## config.mk

```make
export PLATFORM = sky130hd
export DESIGN_NAME = fetch_unit
export DESIGN_NICKNAME = d
export VERILOG_FILES = /design/src/rtl/fetch_unit.sv
export SDC_FILE = /design/constraint.sdc
export NUM_CORES = 1
export LEC_CHECK = 0
export ABC_AREA = 0
export CAP_MARGIN = 40
export CORE_MARGIN = 5
export CORE_UTILIZATION = 48
export DETAILED_ROUTE_END_ITERATION = 16
export HOLD_SLACK_MARGIN = 0.1
export PLACE_DENSITY = 0.88
export SETUP_SLACK_MARGIN = 0.5
export SYNTH_ARGS = -nofsm -noshare
export SYNTH_HDL_FRONTEND = slang
export SYNTH_SLANG_ARGS = --single-unit
```

## constraint.sdc

```tcl
create_clock -name clock -period 4.9 [get_ports clock]
set_clock_uncertainty 0.2 [all_clocks]
set_input_delay 0.49 -clock clock [delete_from_list [all_inputs] [get_ports clock]]
set_output_delay 0.49 -clock clock [all_outputs]
set_load 0.01 [all_outputs]
```

## src/rtl/fetch_unit.sv

```systemverilog
// Y86-64 SEQ fetch: pulls bytes from a byte-wide imem, splits icode/ifun/rA/rB/valC, computes valP.
// Latency N+1 cycles for an N-byte instruction at zero wait; outputs held while out_valid & !out_ready.
module fetch_unit #(
  parameter logic [63:0] RESET_PC = 64'd0
) (
  input  logic        clock,
  input  logic        reset_n,
  output logic        imem_req,
  output logic [63:0] imem_addr,
  input  logic        imem_ack,
  input  logic [7:0]  imem_data,
  input  logic        imem_err,
  output logic        out_valid,
  input  logic        out_ready,
  output logic [3:0]  in_code,
  output logic [3:0]  ifun,
  output logic [3:0]  r_a,
  output logic [3:0]  r_b,
  output logic [63:0] val_c,
  output logic [63:0] val_p,
  output logic [2:0]  stat,
  input  logic        pc_load,
  input  logic [63:0] pc_next,
  output logic [63:0] pc
);

  typedef enum logic [1:0] {FETCH, VALID, WAIT_PC, HALT} state_t;

  localparam logic [2:0] STAT_AOK = 3'd1;
  localparam logic [2:0] STAT_HLT = 3'd2;
  localparam logic [2:0] STAT_ADR = 3'd3;
  localparam logic [2:0] STAT_INS = 3'd4;

  state_t      state, state_nxt;
  logic        boot_q;
  logic [3:0]  byte_idx;
  logic [3:0]  cur_icode;
  logic [3:0]  ilen;
  logic [3:0]  vc_lo;
  logic [2:0]  vc_off;
  logic        icode_bad, has_regs, vc_hit;
  logic        byte_fire, err_fire, data_fire;
  logic        last_byte, fetch_done, restart;

  assign byte_fire  = imem_req & imem_ack;
  assign err_fire   = byte_fire & imem_err;
  assign data_fire  = byte_fire & ~imem_err;
  // Byte 0 decides the length while it is on the bus; later bytes use the stored icode.
  assign cur_icode  = (byte_idx == 4'd0) ? imem_data[7:4] : in_code;

  always_comb begin
    ilen      = 4'd1;
    icode_bad = 1'b0;
    has_regs  = 1'b0;
    vc_lo     = 4'd0;
    case (cur_icode)
      4'h0, 4'h1, 4'h9:       ilen = 4'd1;
      4'h2, 4'h6, 4'hA, 4'hB: begin ilen = 4'd2;  has_regs = 1'b1; end
      4'h7, 4'h8:             begin ilen = 4'd9;  vc_lo = 4'd1; end
      4'h3, 4'h4, 4'h5:       begin ilen = 4'd10; has_regs = 1'b1; vc_lo = 4'd2; end
      default:                icode_bad = 1'b1;
    endcase
  end

  assign vc_off     = 3'(byte_idx - vc_lo);
  assign vc_hit     = (vc_lo != 4'd0) && (byte_idx >= vc_lo);
  assign last_byte  = icode_bad | ((byte_idx + 4'd1) == ilen);
  assign fetch_done = err_fire | (data_fire & last_byte);
  assign restart    = pc_load & (((state == VALID) & out_ready & (stat == STAT_AOK)) |
                                 (state == WAIT_PC));

  always_ff @(posedge clock or negedge reset_n) begin
    if (!reset_n) state <= FETCH;
    else          state <= state_nxt;
  end

  always_comb begin
    state_nxt = state;
    case (state)
      FETCH:   if (fetch_done) state_nxt = VALID;
      VALID:   if (out_ready) begin
                 if (stat != STAT_AOK) state_nxt = HALT;
                 else if (pc_load)     state_nxt = FETCH;
                 else                  state_nxt = WAIT_PC;
               end
      WAIT_PC: if (pc_load) state_nxt = FETCH;
      default: state_nxt = HALT;
    endcase
  end

  always_comb begin
    out_valid = (state == VALID);
    imem_addr = pc + {60'd0, byte_idx};
  end

  // boot_q holds off the first request so a reset exit behaves like any other FETCH entry.
  always_ff @(posedge clock or negedge reset_n) begin
    if (!reset_n) begin
      boot_q   <= 1'b1;
      imem_req <= 1'b0;
    end else begin
      boot_q   <= 1'b0;
      imem_req <= (state == FETCH) & ~fetch_done & ~boot_q;
    end
  end

  always_ff @(posedge clock or negedge reset_n) begin
    if (!reset_n) begin
      pc       <= RESET_PC;
      byte_idx <= 4'd0;
      in_code  <= 4'h0;
      ifun     <= 4'h0;
      r_a      <= 4'hF;
      r_b      <= 4'hF;
      val_c    <= 64'd0;
      val_p    <= 64'd0;
      stat     <= STAT_AOK;
    end else if (restart) begin
      pc       <= pc_next;
      byte_idx <= 4'd0;
      in_code  <= 4'h0;
      ifun     <= 4'h0;
      r_a      <= 4'hF;
      r_b      <= 4'hF;
      val_c    <= 64'd0;
      stat     <= STAT_AOK;
    end else if (err_fire) begin
      stat  <= STAT_ADR;
      val_p <= imem_addr;
    end else if (data_fire) begin
      byte_idx <= byte_idx + 4'd1;
      if (byte_idx == 4'd0) begin
        in_code <= imem_data[7:4];
        ifun    <= imem_data[3:0];
      end
      if (byte_idx == 4'd1 && has_regs) begin
        r_a <= imem_data[7:4];
        r_b <= imem_data[3:0];
      end
      if (vc_hit) val_c[{vc_off, 3'b000} +: 8] <= imem_data;
      if (last_byte) begin
        val_p <= pc + {60'd0, ilen};
        stat  <= icode_bad ? STAT_INS : ((cur_icode == 4'h0) ? STAT_HLT : STAT_AOK);
      end
    end
  end

endmodule

```

### Yosys cells after proc, flatten, opt, wreduce, memory -nomap -nowiden

Index checks and enable logic that the tools add are counted.

| storage, ports and cells | value |
|---|---|
| register bits after elaboration | 219 |
| bits of input ports | 78 |
| output and inout bits | 277 |
| word-level logic and storage cells | 126 |

| operators by class | value |
|---|---|
| $add $sub $neg | 5 |
| $lt $le $gt $ge | 1 |
| equality and inequality tests | 21 |
| shifts and indexed selects | 2 |
| muxes and demuxes | 43 |
| bitwise logic cells | 16 |
| reductions and logical operators | 26 |

Operators by type and width:

| cell | count |
|---|---|
| $mux 64 | 7 |
| $add 64x4->64 | 2 |
| $mux 4 | 19 |
| $bwmux 64 | 1 |
| $shift 8x8->64 const A | 1 |
| $shiftx 8x8->64 | 1 |
| $eq 4x3->1 const B | 4 |
| $eq 4x4->1 const B | 4 |
| $mux 3 | 5 |
| $reduce_and 3->1 | 5 |
| $mux 2 | 6 |
| $pmux 4 s3 | 1 |
| $reduce_bool 2->1 | 6 |
| $reduce_or 12->1 | 1 |
| $and 1x1->1 | 9 |
| $eq 4x1->1 const B | 2 |
| $eq 4x2->1 const B | 2 |
| $logic_not 4->1 | 2 |
| $neg 6->8 | 1 |
| $reduce_or 7->1 | 1 |
| $pmux 2 s3 | 1 |
| $reduce_bool 3->1 | 2 |
| $add 4x1->4 const B | 1 |
| $eq 4x4->1 | 1 |
| other kinds (19) | 29 |

### Depth between registers and ports, before layout

Gate-level depths: netlist of the first run.

| logic depth | value |
|---|---|
| depth in word-level cells | 13 |
| mapped depth | 16 |
| depth with buffers taken out | 15 |

### Least setup slack after synthesis of the first run

No wires, ideal clock.

| timing path | value |
|---|---|
| path kind | register to register |
| start | register byte_idx[1] |
| end | register val_c[0] |
| setup time | 0.132 ns |
| arrival | 3.462 ns |
| slack | 1.107 ns |
| stages on the path, launching flop included | 15 |
| buffers on the path | 1 |
| period minus slack after synthesis | 3.793 ns |
| path through | dfrtp_1 inv_1 ha_1 or3b_4 a211oi_2 nor2_1 fa_1 inv_1 ha_1 ha_1 clkbuf_1 nor3b_1 nand4_1 mux2i_1 nor2_1 |

| on the way | value |
|---|---|
| longest elaborated chain between the ends | 13 |
| elaborated cells between the ends (all ways) | 24 |
| those cells by class | add/sub (2); order compare (1); eq/ne (5); shift (2); mux (7); reduce/logical (7) |

RTL lines:

| item | line | RTL |
|---|---|---|
| from (decl) | 36 | `logic [3:0] byte_idx;` |
| from (signal assigned) | 131 | `byte_idx <= byte_idx + 4'd1;` |
| $logic_not 4->1 | 49 | `assign cur_icode = (byte_idx == 4'd0) ? imem_data[7:4] : in_code;` |
| $mux 4 | -- |  |
| $eq 4x2->1 (tied with other cells) | 56 | `case (cur_icode)` |
| $reduce_or 3->1 or $reduce_or 2->1 (tied branches) | 56 |  |
| $pmux 2 s2 | 56 |  |
| $sub 3x3->3 | 65 | `assign vc_off = 3'(byte_idx - vc_lo);` |
| $neg 6->8 | 140 | `if (vc_hit) val_c[{vc_off, 3'b000} +: 8] <= imem_data;` |
| $shiftx 8x8->64 or $shift 8x8->64 (tied branches) | 140 |  |
| $bwmux 64 | 140 |  |
| $mux 64 | 140 |  |
| $mux 64 | 130 | `end else if (data_fire) begin` |
| $mux 64 | 127 | `end else if (err_fire) begin` |
| $mux 64 | 118 | `end else if (restart) begin` |
| to (signal, indexed assignment) | 140 |  |
| to (decl) | 19 | `output logic [63:0] val_c,` |

Several ways; a longest one is shown, not always the timed one. The select of a mux whose other input is x is not followed.
A chain may end at the register's enable or synchronous reset.

### Worst setup path after layout of the first run

| timing path | value |
|---|---|
| start | register byte_idx[0] |
| end | output port imem_addr[48] |

| on the way | value |
|---|---|
| longest elaborated chain between the ends | 1 |

RTL lines:

| item | line | RTL |
|---|---|---|
| $add 64x4->64 | 93 | `imem_addr = pc + {60'd0, byte_idx};` |
| to (decl) | 9 | `output logic [63:0] imem_addr,` |

Every way passes these cells.

==> results of run 1 <==
## cell type report
type	instances	area [sq um]	share of cell area
Multi-Input combinational cell	960	6339	0.3736
Sequential cell	219	5498	0.3241
Timing Repair Buffer	379	3786	0.2232
Clock buffer	35	733.2	0.04322
Tap cell	330	412.9	0.02434
Clock inverter	10	132.6	0.007818
Inverter	17	63.81	0.003761
## critical path, cell delays in order (launching register included)
cell	delay (ps)
dfrtp_2	440
ha_2	240
inv_1	60
fa_1	440
nor2b_2	160
o21a_1	190
nor2_1	130
nor3_4	310
nand3_1	250
nor2_2	210
xor2_1	180
clkdlybuf4s50_1	570
## kinds of logic after synthesis
group | after synthesis | synth area share
other | 1 | 0.0003077
muxes | 140 | 0.1392
and+or+nand+nor | 610 | 0.2246
DFF | 219 | 0.4507
xor gates and xnor gates | 129 | 0.09271
buffers and inverters | 97 | 0.03532
adders and majority gates | 18 | 0.02033
AOI/OAI and AO/OA | 62 | 0.03676
## Yosys cell counts, drive strengths merged (25+ instances only)
library cell and count:
dfrtp 209, xnor2 56, clkbuf 55, mux2 62
buf 25, nand2 286, nor2 145, nor3 26
mux2i 78, nand4 33, nand3 31, xor2 73
## routing by layer
layer / vias up / track usage
met1: 5407 / 0.3297
li1: 4901 / -
met4: 0 / 0.1330
met2: 666 / 0.4913
met3: 170 / 0.07314
met5: - / 0
## flip-flops by register name (all words and copies together), names as in the netlist, 2 cells and up
name	cells
byte_idx	4
ifun	4
in_code	4
pc	64
r_a	4
r_b	4
stat	3
state	2
val_c	64
val_p	64
## power by group
group	total [mW]	internal, mW	switching (mW)
clock	1.98	1.20	0.777
combinational	5.39	2.83	2.56
sequential	3.50	2.49	1.00
## how the worst max path moves through the flow
stage	startpoint	cells after the start	to	slack [ps]
6_report	byte_idx[0]	11	imem_addr[48]	520
5_1_grt	byte_idx[0]	11	imem_addr[48]	350
3_3_place_gp	imem_data[5]	13	val_c[38]	310
3_5_place_dp	imem_data[5]	13	val_c[33]	150
2_1_floorplan	byte_idx[1]	14	val_c[0]	1110
4_1_cts	byte_idx[0]	12	imem_addr[50]	510
## what timing repair did
action | in CTS | in global routing
gates cloned | 0 | 0
hold endpoints to repair | 123 | 0
pin swaps | 4 | 2
buffers inserted | 4 | 3
hold buffers | 1 | 0
endpoints found under the setup margin | 27 | 46
resized for setup | 13 | 18
==> run metrics, run 1 <==
Synth Net Count 1,372; first-pass iteration count of the detailed router 5; leading cell types in the layout, fill and taps excluded clkdlybuf4s50_1, nand2_1, dfrtp_1; launching point of the worst reg2reg path byte_idx[1]; Port Buffer Count 354; H-tree level count 1; std cell rows 58; Data required, critical path 4210 ps; maximum achievable frequency 228.3 MHz; number of vias per cell 5.715; Clock Tree Root clkbuf_16; post-route minimum period 4381 ps; beginning of the worst hold path pc_next[14]; count of inserted antenna diode cells 0; Synth area leader dfrtp_1; cell types with the largest area share after synthesis dfrtp_1, nand2_1, mux2_4; total setup violations reported at the end of the flow 0; width of the chip 169.3 um; Total GRT Usage 0.2836; detailed-routing wirelength on met1 15,430 um; routed length per placed instance 21.67 um; drc violations 0; worst slew pin tran 1027 ps; number of nets in the layout 1,698; dpl cell area 15,960 sq um; worst hold margin 288.2 ps; warning count from the yosys run 0; number of distinct library cells after synthesis 58; setup repair after global routing missed its margin yes; sort of element at the end of the critical path output pin; weighted congestion at the end of routability-driven global placement 0.9266; worst reg2reg path depth 14; largest vdd supply drop 0.4439 mV; die span in y 169.3 um; vias in the first global route 11,488; layout cells sized above 1 0.1062; number of pins exceeding their max-slew limit in the final report 0; count of final hold-check violations 0; number of I/O pins 355; relative slew slack 0.3156; final core area utilization 0.6757; clock tree buffer depth 3; setup slack of the critical path after layout 519.3 ps; cell count after synthesis 1,276; initial detailed-routing violation count 992; CTS clk-pin slew, worst paths 60 ps; Post-synth top flop dfrtp_1; type of origin of the critical path flip-flop; Worst Hold End pc[14]; Async SR Flop Fraction 1.000; mean area per synthesized cell 9.551 sq um; worst hold path depth 3; metal2 WL 20,500 um; worst hold path type in -> reg; Max Fanout on Critical Path 8; GR Overflow Total 0; total power divided by cell area 639.9 nW/um^2; Crit path arrival time 3690 ps; number of instances in the placed design 1,897; highest metal used met4; area inside the core boundary 25,110 sq um; final WL 42,260 um; CTS buffer count 25; sequential fraction of the synthesis area 0.4507; antenna-violating nets left 0; post-layout total power 10.86 mW; maximum number of pins on one net before global-route repair 128; clock latency on the worst-skew pair 530 ps; FF-to-FF End val_p[49]; mapped cell area 12,190 sq um; Sum Neg Setup Slack 0 ps; growth of design area from synthesis to finish 39.21%; Routed met3 length 3856 um; Worst Setup Path Type reg -> out; share of the cycle needed by the critical path after routing 0.8940; pre-CTS setup slack 152.8 ps; number of flops mapped to enable cells by yosys 0; total non-filler cell area in the finished layout 16,970 sq um; Leak Pwr 7.994 nW; Non-Filler Instances 1,950; internal reg-to-reg setup slack 600 ps; first-pass GRT wire length 65,090 um; fill cell total of the finished layout 1,817; post-detailed-placement half-perimeter wirelength 30,790 um; clock tree sinks 219; clock tree from TritonCTS built; outcome completed; Die ar. 28,680 sq um; Max-cap violations 0; initial standard-cell utilization of the core 0.4853; detailed-route via count 11,144; leading cell type in the layout, fill and taps excluded clkdlybuf4s50_1; portion of synthesized cell area occupied by the leading cell type 0.4292; antenna violations before repair 0; register bit count reported by yosys 219
No activity file was read; power rests on OpenSTA's default activity.
==> run 2, diff against run 1 <==
- CORE_UTILIZATION: 48 -> 60
- DONT_BUFFER_PORTS: default -> 1
- PLACE_DENSITY: 0.88 -> 0.83
==> run metrics, run 2 (synthesis results as in run 1) <==
worst hold path type in -> async (was in -> reg); cells along the critical path ha_1, inv_1, fa_1, nor2b_1, o21ai_0, nand2_1, nand3_1, buf_4, or3_1, nor2_1, xor2_2 (was ha_2, inv_1, fa_1, nor2b_2, o21a_1, nor2_1, nor3_4, nand3_1, nor2_2, xor2_1, clkdlybuf4s50_1); growth of design area from synthesis to finish 14.30% (was 39.21%); hold-fix buffers at CTS 77 (was 1); total power divided by cell area 639.3 nW/um^2 (was 639.9 nW/um^2); Sum Neg Setup Slack 0 ps (unchanged); area inside the core boundary 20,100 sq um (was 25,110 sq um); setup repair after global routing missed its margin no (was yes); maximum achievable frequency 240.4 MHz (was 228.3 MHz); CTS clk-pin slew, worst paths 60 ps (about the same); total area of sequential cells 5498 sq um (unchanged); drc violations 0 (unchanged); leading cell type in the layout, fill and taps excluded nand2_1 (was clkdlybuf4s50_1); share of the cycle needed by the critical path after routing 0.8488 (was 0.8940); layout cells sized above 1 0.1183 (was 0.1062); vias in the first global route 10,177 (was 11,488); first-pass GRT wire length 60,780 um (was 65,090 um); maximum number of pins on one net before global-route repair 220 (was 128); violated checks negative hold slack; worst slew pin tran 879.4 ps (was 1027 ps); weighted congestion at the end of routability-driven global placement 0.9086 (was 0.9266); Port Buffer Count 0 (was 354); routed length per placed instance 24.31 um (was 21.67 um); clock tree buffer depth 3 (unchanged); relative slew slack 0.4137 (was 0.3156); std cell rows 52 (was 58); post-route minimum period 4159 ps (was 4381 ps); Max-cap violations 0 (unchanged); worst stage delay on the critical path 510 ps (was 570 ps); multi-input logic area 6322 sq um (was 6339 sq um); antenna-violating nets left 0 (unchanged); Non-Filler Instances 1,607 (was 1,950); fill cell total of the finished layout 1,446 (was 1,817); clock latency on the worst-skew pair 520 ps (was 530 ps); type of origin of the critical path flip-flop (unchanged); number of I/O pins 355 (unchanged); total non-filler cell area in the finished layout 13,930 sq um (was 16,970 sq um); Clock Tree Root clkbuf_16 (unchanged); Leak Pwr 6.847 nW (was 7.994 nW); GR Overflow Total 0 (unchanged); number of pins exceeding their max-slew limit in the final report 0 (unchanged); antenna violations before repair 1 (was 0); number of nets in the layout 1,416 (was 1,698); clock tree from TritonCTS built (unchanged); worst hold margin -539.0 ps (was 288.2 ps); total setup violations reported at the end of the flow 0 (unchanged); Data required, critical path 4210 ps (about the same); number of vias per cell 6.266 (was 5.715); H-tree level count 1 (unchanged); width of the chip 152.5 um (was 169.3 um); CTS buffer count 24 (was 25); slowest CP cell or3_1 (was clkdlybuf4s50_1); post-detailed-placement half-perimeter wirelength 26,700 um (was 30,790 um); number of instances in the placed design 1,480 (was 1,897); detailed-route via count 10,069 (was 11,144); outcome finished, violations left (was completed); dpl cell area 12,280 sq um (was 15,960 sq um); Die ar. 23,260 sq um (was 28,680 sq um); sort of element at the end of the critical path output pin (unchanged); Max Fanout on Critical Path 6 (was 8); count of final hold-check violations 219 (was 0); largest registers pc (64), val_c (64), val_p (64) (unchanged); clock tree sinks 219 (unchanged); leading cell types in the layout, fill and taps excluded nand2_1, dfrtp_1, nor2_1 (was clkdlybuf4s50_1, nand2_1, dfrtp_1); Crit path arrival time 3470 ps (was 3690 ps); largest vdd supply drop 0.6454 mV (was 0.4439 mV); Worst Setup Path Type reg -> out (unchanged); initial detailed-routing violation count 983 (was 992); first-pass iteration count of the detailed router 8 (was 5); Total GRT Usage 0.3240 (was 0.2836); die span in y 152.5 um (was 169.3 um); final WL 39,070 um (was 42,260 um); initial standard-cell utilization of the core 0.6062 (was 0.4853)
run 2: cell types whose count changed in the layout (fill, tap and decap cells not counted), moves of 3 or more:
cell,change
clkinvlp_4,+3
clkinv_2,-3
nor2_2,-3
clkdlybuf4s50_1,-345
dlymetal6s2s_1,-4
dlygate4sd2_1,-4
dlygate4sd3_1,+76
bufinv_16,-3
run 2: final timing paths:
path / from / end / slack [ps] / cells past startpoint
max in group asynchronous: reset_n / byte_idx[0] / 4710 / 0
max reg2reg: byte_idx[1] / val_p[63] / 830 / 14
min in group clock: imem_data[7] / val_c[31] / 120 / 3
max: pc[0] / imem_addr[40] / 740 / 11
min reg2reg: state[0] / imem_req / 370 / 1
min: reset_n / pc[59] / -540 / 0
run 2: final cells by class:
cell class / count / share of cell area
Clock buffer: 35 / 0.05111
Multi-Input combinational cell: 960 / 0.4539
Tap cell: 270 / 0.02425
Sequential cell: 219 / 0.3947
Inverter: 17 / 0.004581
Antenna cell: 1 / 0.0001796
Timing Repair Buffer: 98 / 0.06719
Clock inverter: 7 / 0.004132
run 2: repair_timing:
action,CTS,global route
setup buffers,0,7
endpoints found under the hold margin,338,219
gates resized for setup,0,16
setup endpoints to repair,0,74
run 2: power by group:
| part | total, mW | switching, mW | internal (mW) |
|---|---|---|---|
| clock network | 1.75 | 0.739 | 1.01 |
| logic | 3.19 | 1.78 | 1.41 |
| registers | 3.97 | 1.48 | 2.49 |
| total | 8.91 | 4.00 | 4.91 |
run 2: critical path, delay by kind of cell, from the launching register on:
kind	cells	cell delay (ps)
buf+inv	2	250
xor+xnor	1	290
simple gates	5	1170
flops	1	440
compound gates	1	200
fa+ha+maj	2	620
run 2: routing by layer:
metal  track usage  vias to the layer above  part of all wire
met3       0.08918                      143              0.10
met1        0.4081                     4897              0.37
met4        0.1451                        0             0.054
met5             0                        -                 0
met2        0.5260                      689              0.48
li1              -                     4340                 -
run 2: through the flow:
step,util,worst slack (ps),total power [mW]
2_1_floorplan,-,1107,5.981
3_3_place_gp,0.6097,781.1,6.749
3_5_place_dp,0.6106,518.6,6.892
4_1_cts,0.6872,508.9,8.734
5_1_grt,0.6929,479.5,9.395
6_report,0.6929,740.9,8.905
==> run 3, diff against run 2 <==
- clock period: 4.9 -> 4.18 ns (I/O delays scaled with it)
==> run metrics, run 3 (synthesis results as in run 1) <==
internal reg-to-reg setup slack 420 ps (was 830 ps); initial standard-cell utilization of the core 0.6062 (unchanged); total setup violations reported at the end of the flow 0 (unchanged); number of vias per cell 6.283 (was 6.266); FF-to-FF End val_c[50] (was val_p[63]); total non-filler cell area in the finished layout 14,910 sq um (was 13,930 sq um); Sum Neg Setup Slack 0 ps (unchanged); antenna-violating nets left 0 (unchanged); drc violations 0 (unchanged); vias in the first global route 9,945 (was 10,177); Crit path arrival time 3930 ps (was 3470 ps); leading cell types in the layout, fill and taps excluded nand2_1, dfrtp_1, nor2_1 (unchanged); number of pins exceeding their max-slew limit in the final report 0 (unchanged); Max Fanout on Critical Path 8 (was 6); growth of design area from synthesis to finish 22.37% (was 14.30%); die span in y 152.5 um (unchanged); type of origin of the critical path flip-flop (unchanged); count of final hold-check violations 219 (unchanged); slowest CP cell fa_1 (was or3_1); dominant cell type by count on the critical path ha_4; worst hold margin -599.2 ps (was -539.0 ps); H-tree level count 1 (unchanged); initial detailed-routing violation count 1,035 (was 983); violated checks negative hold slack (unchanged); CTS clk-pin slew, worst paths 70 ps (was 60 ps); detailed-route via count 10,360 (was 10,069); setup repair after global routing missed its margin yes (was no); sort of element at the end of the critical path flip-flop (was output pin); post-detailed-placement half-perimeter wirelength 26,770 um (was 26,700 um); area inside the core boundary 20,100 sq um (unchanged); total power divided by cell area 774.0 nW/um^2 (was 639.3 nW/um^2); largest vdd supply drop 0.7235 mV (was 0.6454 mV); cells along the critical path inv_4, ha_4, nor3b_4, a211o_1, and2_4, ha_4, inv_2, fa_1, inv_2, ha_4, ha_4, and4b_4, mux2i_1, nor2_1 (was ha_1, inv_1, fa_1, nor2b_1, o21ai_0, nand2_1, nand3_1, buf_4, or3_1, nor2_1, xor2_2); worst hold path type in -> async (unchanged); relative slew slack 0.5518 (was 0.4137); weighted congestion at the end of routability-driven global placement 0.9272 (was 0.9086); first-pass GRT wire length 60,060 um (was 60,780 um); share of the cycle needed by the critical path after routing 0.8988; GR Overflow Total 0 (unchanged); clock latency on the worst-skew pair 520 ps (about the same); worst reg2reg path depth 14 (unchanged); width of the chip 152.5 um (unchanged); std cell rows 52 (unchanged); Total GRT Usage 0.3206 (was 0.3240); antenna violations before repair 1 (unchanged); final WL 40,240 um (was 39,070 um); Data required, critical path 4350 ps (was 4210 ps); outcome finished, violations left (unchanged); worst stage delay on the critical path 580 ps (was 510 ps); clock tree buffer depth 3 (unchanged); worst slew pin tran 672.3 ps (was 879.4 ps); CTS buffer count 23 (was 24); number of I/O pins 355 (unchanged); dpl cell area 12,490 sq um (was 12,280 sq um); clock tree sinks 219 (unchanged); Worst Setup Path Type reg -> reg (was reg -> out); maximum number of pins on one net before global-route repair 220 (unchanged); maximum achievable frequency 266.2 MHz; number of nets in the layout 1,457 (was 1,416); first-pass iteration count of the detailed router 10 (was 8); Clock Tree Root clkbuf_16 (unchanged); layout cells sized above 1 0.2170 (was 0.1183); Port Buffer Count 0 (unchanged); clock tree from TritonCTS built (unchanged); largest registers pc (64), val_c (64), val_p (64) (unchanged); hold-fix buffers at CTS 77 (unchanged); Leak Pwr 7.223 nW (was 6.847 nW); Max-cap violations 0 (unchanged); Die ar. 23,260 sq um (unchanged); routed length per placed instance 24.40 um (was 24.31 um); post-route minimum period 3757 ps; launching point of the worst reg2reg path byte_idx[1] (unchanged); leading cell type in the layout, fill and taps excluded nand2_1 (unchanged)
==> run 3: final cells by class <==
| type | count | area (sq um) |
|---|---|---|
| Antenna cell | 1 | 2.502 |
| Clock buffer | 31 | 665.6 |
| Clock inverter | 11 | 92.59 |
| Fill cell | 1252 | 5191 |
| Inverter | 17 | 66.31 |
| Multi-Input combinational cell | 960 | 6918 |
| Sequential cell | 219 | 5515 |
| Tap cell | 270 | 337.8 |
| Timing Repair Buffer | 140 | 1315 |
==> run 3: metal layers <==
layer  up-vias  GRT usage  part of all wire
li1       4417          -                 -
met3       167    0.08066              0.10
met4         0     0.1175             0.051
met1      5095     0.4094              0.36
met5         -          0                 0
met2       681     0.5332              0.49
==> run 3: what timing repair did <==
action | 4_1_cts | 5_1_grt
endpoints found under the setup margin | 105 | 153
gates cloned | 0 | 0
buffers inserted | 9 | 24
pin swaps | 12 | 21
gates resized for setup | 57 | 84
endpoints found under the hold margin | 359 | 219
==> run 3: stage by stage <==
step	utilization	instances	setup slack, ps	total power, mW	hold WS [ps]
after floorplan	-	1276	505.6	7.213	-77.59
after global placement	0.6204	1494	275.1	8.168	-70.15
after detailed placement	0.6214	1496	262.7	8.356	-69.40
after CTS	0.7122	1624	432.0	10.72	-611.5
after global routing	0.7417	1648	317.2	12.08	-615.3
final	0.7418	1649	422.8	11.54	-599.2
==> run 3: how the worst max path moves through the flow <==
stage / depth (start not counted) / endpoint / startpoint
after floorplan: 14 / val_c[0] / byte_idx[1]
after global placement: 14 / val_p[58] / byte_idx[1]
after detailed placement: 13 / val_c[50] / byte_idx[1]
after CTS: 10 / imem_addr[40] / pc[0]
after global routing: 15 / val_p[49] / byte_idx[1]
final: 14 / val_c[50] / byte_idx[1]
==> run 3: critical path, delay by kind of cell, from the launching register on <==
family / cells / cell delay (ps)
buffers and inverters: 3 / 210
adders and majority gates: 5 / 1280
DFF: 1 / 460
muxes: 1 / 240
AOI/OAI and AO/OA: 1 / 190
and+or+nand+nor: 4 / 1030
==> run 3: power breakdown <==
part	internal (mW)	switching [mW]
Combinational	2.27	2.54
Sequential	2.93	1.73
Clock	1.18	0.882
